## src/rtl/shift_reg_seq.sv

```systemverilog
// shift_reg_seq: multicycle shift register unit. Performs LOAD and
// logical/arithmetic/rotate shifts one bit position per clock, and hands
// completion back to the control FSM with a busy/done handshake.
//
// Ports:
//   clk      - system clock, rising edge
//   reset    - asynchronous active-low reset
//   start    - command strobe, sampled only in IDLE
//   op       - 000 NOP, 001 LOAD, 010 SLL, 011 SRL, 100 SRA, 101 ROL,
//              110 ROR, 111 reserved (NOP)
//   shamt    - shift count, sampled with start
//   data_in  - operand captured by LOAD
//   data_out - shift register contents (registered)
//   busy     - high while a shift is in progress (registered)
//   done     - one-cycle completion pulse (registered)
module shift_reg_seq #(
    parameter int unsigned WIDTH = 32,
    parameter int unsigned NBITS = 5
) (
    input  logic             clk,
    input  logic             reset,
    input  logic             start,
    input  logic [2:0]       op,
    input  logic [NBITS-1:0] shamt,
    input  logic [WIDTH-1:0] data_in,
    output logic [WIDTH-1:0] data_out,
    output logic             busy,
    output logic             done
);

    localparam int unsigned OP_W = 3;

    localparam logic [OP_W-1:0] OP_NOP  = 3'b000;
    localparam logic [OP_W-1:0] OP_LOAD = 3'b001;
    localparam logic [OP_W-1:0] OP_SLL  = 3'b010;
    localparam logic [OP_W-1:0] OP_SRL  = 3'b011;
    localparam logic [OP_W-1:0] OP_SRA  = 3'b100;
    localparam logic [OP_W-1:0] OP_ROL  = 3'b101;
    localparam logic [OP_W-1:0] OP_ROR  = 3'b110;

    typedef enum logic [1:0] {
        IDLE  = 2'b00,
        SHIFT = 2'b01,
        DONE  = 2'b10
    } state_t;

    state_t            state, state_nxt;
    logic [WIDTH-1:0]  data_nxt;
    logic [WIDTH-1:0]  step;
    logic [NBITS-1:0]  count, count_nxt;
    logic [OP_W-1:0]   op_q, op_nxt;

    // State and datapath registers; busy/done are decoded from the next state
    // so they are flops that mirror the state register exactly.
    always_ff @(posedge clk or negedge reset) begin
        if (!reset) begin
            state    <= IDLE;
            data_out <= '0;
            count    <= '0;
            op_q     <= OP_NOP;
            busy     <= 1'b0;
            done     <= 1'b0;
        end else begin
            state    <= state_nxt;
            data_out <= data_nxt;
            count    <= count_nxt;
            op_q     <= op_nxt;
            busy     <= (state_nxt == SHIFT);
            done     <= (state_nxt == DONE);
        end
    end

    // Single-bit step for the latched operation.
    always_comb begin
        step = data_out;
        case (op_q)
            OP_SLL:  step = {data_out[WIDTH-2:0], 1'b0};
            OP_SRL:  step = {1'b0, data_out[WIDTH-1:1]};
            OP_SRA:  step = {data_out[WIDTH-1], data_out[WIDTH-1:1]};
            OP_ROL:  step = {data_out[WIDTH-2:0], data_out[WIDTH-1]};
            OP_ROR:  step = {data_out[0], data_out[WIDTH-1:1]};
            default: step = data_out;
        endcase
    end

    // Next-state and datapath control.
    always_comb begin
        state_nxt = state;
        data_nxt  = data_out;
        count_nxt = count;
        op_nxt    = op_q;

        case (state)
            IDLE: begin
                if (start) begin
                    state_nxt = DONE;
                    case (op)
                        OP_LOAD: data_nxt = data_in;
                        OP_SLL, OP_SRL, OP_SRA, OP_ROL, OP_ROR: begin
                            // Zero count completes immediately with no data change.
                            if (shamt != '0) begin
                                state_nxt = SHIFT;
                                op_nxt    = op;
                                count_nxt = shamt;
                            end
                        end
                        default: ;
                    endcase
                end
            end
            SHIFT: begin
                data_nxt  = step;
                count_nxt = count - NBITS'(1);
                if (count == NBITS'(1)) begin
                    state_nxt = DONE;
                end
            end
            DONE: begin
                state_nxt = IDLE;
            end
            default: begin
                state_nxt = IDLE;
            end
        endcase
    end

endmodule

```

## config.mk

```make
export PLATFORM = sky130hd
export DESIGN_NAME = shift_reg_seq
export DESIGN_NICKNAME = d
export VERILOG_FILES = /design/src/rtl/shift_reg_seq.sv
export SDC_FILE = /design/constraint.sdc
export NUM_CORES = 1
export LEC_CHECK = 0
export ABC_AREA = 1
export BUFFER_PORTS_ARGS = -buffer_cell sky130_fd_sc_hd__buf_4
export CAP_MARGIN = 15
export CORE_ASPECT_RATIO = 1.2
export CORE_MARGIN = 4
export CORE_UTILIZATION = 55
export DETAILED_ROUTE_END_ITERATION = 6
export GPL_ROUTABILITY_DRIVEN = 0
export PLACE_DENSITY = 0.83
export SLEW_MARGIN = 5
export SYNTH_ARGS = -nofsm -noshare
export SYNTH_HDL_FRONTEND = slang
export SYNTH_SLANG_ARGS = --single-unit
```

## constraint.sdc

```tcl
create_clock -name clk -period 3.2 [get_ports clk]
set_clock_uncertainty 0.15 [all_clocks]
set_input_delay 0.32 -clock clk [delete_from_list [all_inputs] [get_ports clk]]
set_output_delay 0.32 -clock clk [all_outputs]
set_load 0.02 [all_outputs]
```

==> flow_summary.toml <==
[status]
outcome = "complete, no violations"

[setup_path]
arrival_ns = 2.18
cp_num_buf_inv = 0
path_max_fanout = 32
cp_common_cell = "nand2_1"
crit_slowest_cell = "dfrtp_1"
end_kind = "flop"
start_kind = "flop"
cp_data_required_time_ns = 3.24
crit_type = "reg2reg"
cpLargestDelayFamily = "simple AND/OR/NAND/NOR gates"
crit_path_max_incr_delay_ns = 0.44
crit_chain = "nand2_1 > nand2_1 > nand2_2 > nand2_1 > nand2_2 > nand2_2 > nand3_1 > nand2_1"

[synthesis]
yosysWarnings = 0
ys_ff_latch = 44
netlist_instances = 395
syn_area_per_cell_um2 = 6.988
synth-edff-count = 0
synth_area_um2 = 2760
async_reset_ff_frac = 1.000
ys_seq_area_frac = 0.3989
synthFlopType = "dfrtp_1"
synth_cell_types = 21
syn_nets = 440

[clock_network]
cts-root-buf = "clkbuf_8"
cts_made_buffers = 5
cts_tree = "done"
h-tree-depth = 2
clock_latency_ns = 0.30
clockBufferDepth = 2
postCtsSetupBuffers = 0
clkSlewWorstSetupHoldPaths_ns = 0.08
cts.sinks = 44

[cells_and_area]
diodes = 0
nFillCells = 452
area_growth_pct = 23.44
nNetsFinal = 503
drive_above_1_share = 0.2729

[timing]
drv_slew = 0
max_freq_mhz = 466.2
rsz0062_at_grt = "false"
worst_pin_slew_ns = 0.6099
fin_crit_ns = 2.145
finalHoldViolCount = 0
slew_headroom = 0.5920
final.setup.tns_ns = 0
final.period_utilization = 0.6703
whs_ns = 0.1469
final-setup-viol-count = 0

[floorplanning]
core_area_um2 = 4905
io_pins = 77
dieWidth_um = 72.67
die_y_um = 85.60
initial_core_util = 0.5628
fp.dieArea_um2 = 6221
rows = 28

[drt]
drt_iter0_drc = 399
wl_per_cell_um = 14.15
dr_total_vias = 2954
viasPerCell = 5.703
ant_nets = 0
firstDrtPassIters = 5
drc_errors = 0
wl_um = 7328

[global_route]
grt_first_pass_wirelength_um = 12490
grt_remaining_overflow = 0
antenna_found_initial = 0
first_global_vias = 2743
grt_util_all_layers = 0.2475
grt_start_max_net_pins = 52

[hold_path]
hp-class = "in2reg"

[pwr]
powerDensity_nw_per_um2 = 1200
cellLeakagePower_nw = 1.784
ir_drop_mv = 0.6820

[placement]
portBuffers = 76
hpwl_um = 4980

[flow_run]
max_cap_violations = 0
==> metal layers <==
metal	GRT usage	up-vias	part of all wire
met2	0.4105	141	0.49
met3	0.04103	8	0.089
li1	-	1438	-
met1	0.3301	1367	0.41
met5	0	-	0
met4	0.07383	0	0.011
==> state kept, by name, indices dropped and copies added, names as in the netlist <==
signal,count
busy,1
count,5
op_q,3
data_out,32
done,1
state,2
==> cells in the final DEF, fill, tap and decap left out, types with 2 or more instances in the layout <==
cell type	instances
a21oi_1	2
buf_4	81
clkbuf_8	5
dfrtp_1	44
ha_1	2
inv_1	11
inv_2	3
nand2_1	109
nand2_2	3
nand3_1	137
nand3b_1	2
nor2_1	10
o21ai_0	9
o21ai_1	2
or2_2	30
==> final timing paths <==
check | start | endpoint | slack, ns | cells past startpoint
worst max-delay path | op_q[1]$_DFFE_PN0P_ | data_out[2]$_DFFE_PN0P_ | 1.06 | 8
worst min-delay path | op[2] | op_q[2]$_DFFE_PN0P_ | 0.15 | 3
worst max register to register | op_q[1]$_DFFE_PN0P_ | data_out[2]$_DFFE_PN0P_ | 1.06 | 8
worst min register to register | count[1]$_DFFE_PN0P_ | count[1]$_DFFE_PN0P_ | 0.37 | 2
max in group asynchronous | reset | count[3]$_DFFE_PN0P_ | 2.12 | 2
min in group asynchronous | reset | data_out[27]$_DFFE_PN0P_ | 0.40 | 2
==> cells in the mapped netlist (3+ instances only) <==
| master | count | area [um^2] |
|---|---|---|
| inv_1 | 11 | 41.29 |
| o21ai_0 | 9 | 45.04 |
| clkbuf_1 | 11 | 41.29 |
| inv_2 | 3 | 11.26 |
| or2_2 | 30 | 187.7 |
| nand2_1 | 109 | 409.1 |
| buf_2 | 12 | 60.06 |
| dfrtp_1 | 44 | 1101 |
| buf_4 | 3 | 22.52 |
| nor2_1 | 10 | 37.54 |
| nand2_2 | 3 | 18.77 |
| nand3_1 | 137 | 685.7 |
==> power breakdown <==
part	total [mW]	switching [mW]	internal [mW]
sequential	1.16	0.307	0.850
combinational	2.59	1.62	0.972
clock	0.340	0.191	0.149
total	4.09	2.12	1.97
==> through the flow <==
step	cell area [um^2]	total power [mW]	utilization	setup WS [ns]	instances
6_report	3407	4.088	0.6946	1.055	518
5_1_grt	3407	4.483	0.6946	0.8418	518
4_1_cts	3407	4.082	0.6946	1.078	518
3_5_place_dp	3319	3.739	0.6768	1.099	510
3_3_place_gp	3319	3.651	0.6768	1.135	510
2_1_floorplan	2760	3.025	-	1.797	395
==> final cells by class <==
| type | instances | area, um^2 | share of cell area |
|---|---|---|---|
| clock inverter | 1 | 5.005 | 0.001469 |
| sequential | 44 | 1101 | 0.3232 |
| tap | 60 | 75.07 | 0.02203 |
| inverter | 14 | 52.55 | 0.01542 |
| timing repair buffer | 82 | 618.1 | 0.1814 |
| multi-input combinational | 311 | 1483 | 0.4352 |
| clock buffer | 6 | 72.57 | 0.02130 |
==> timing repair <==
action,4_1_cts,5_1_grt
gates resized for setup,0,0
hold buffers,1,0
endpoints found under the hold margin,44,0
==> logic make-up after synthesis <==
family          after synthesis  share of synthesized area
compound gates               13                    0.02357
fa+ha+maj                     2                   0.009065
buf+inv                      40                    0.06392
flops                        44                     0.3989
simple gates                296                     0.5045
==> tightest hold or removal path: stages <==
cell     delay, ns
buf_4         0.12
inv_1         0.04
o21ai_0       0.07
No activity file was read; power rests on OpenSTA's default activity.
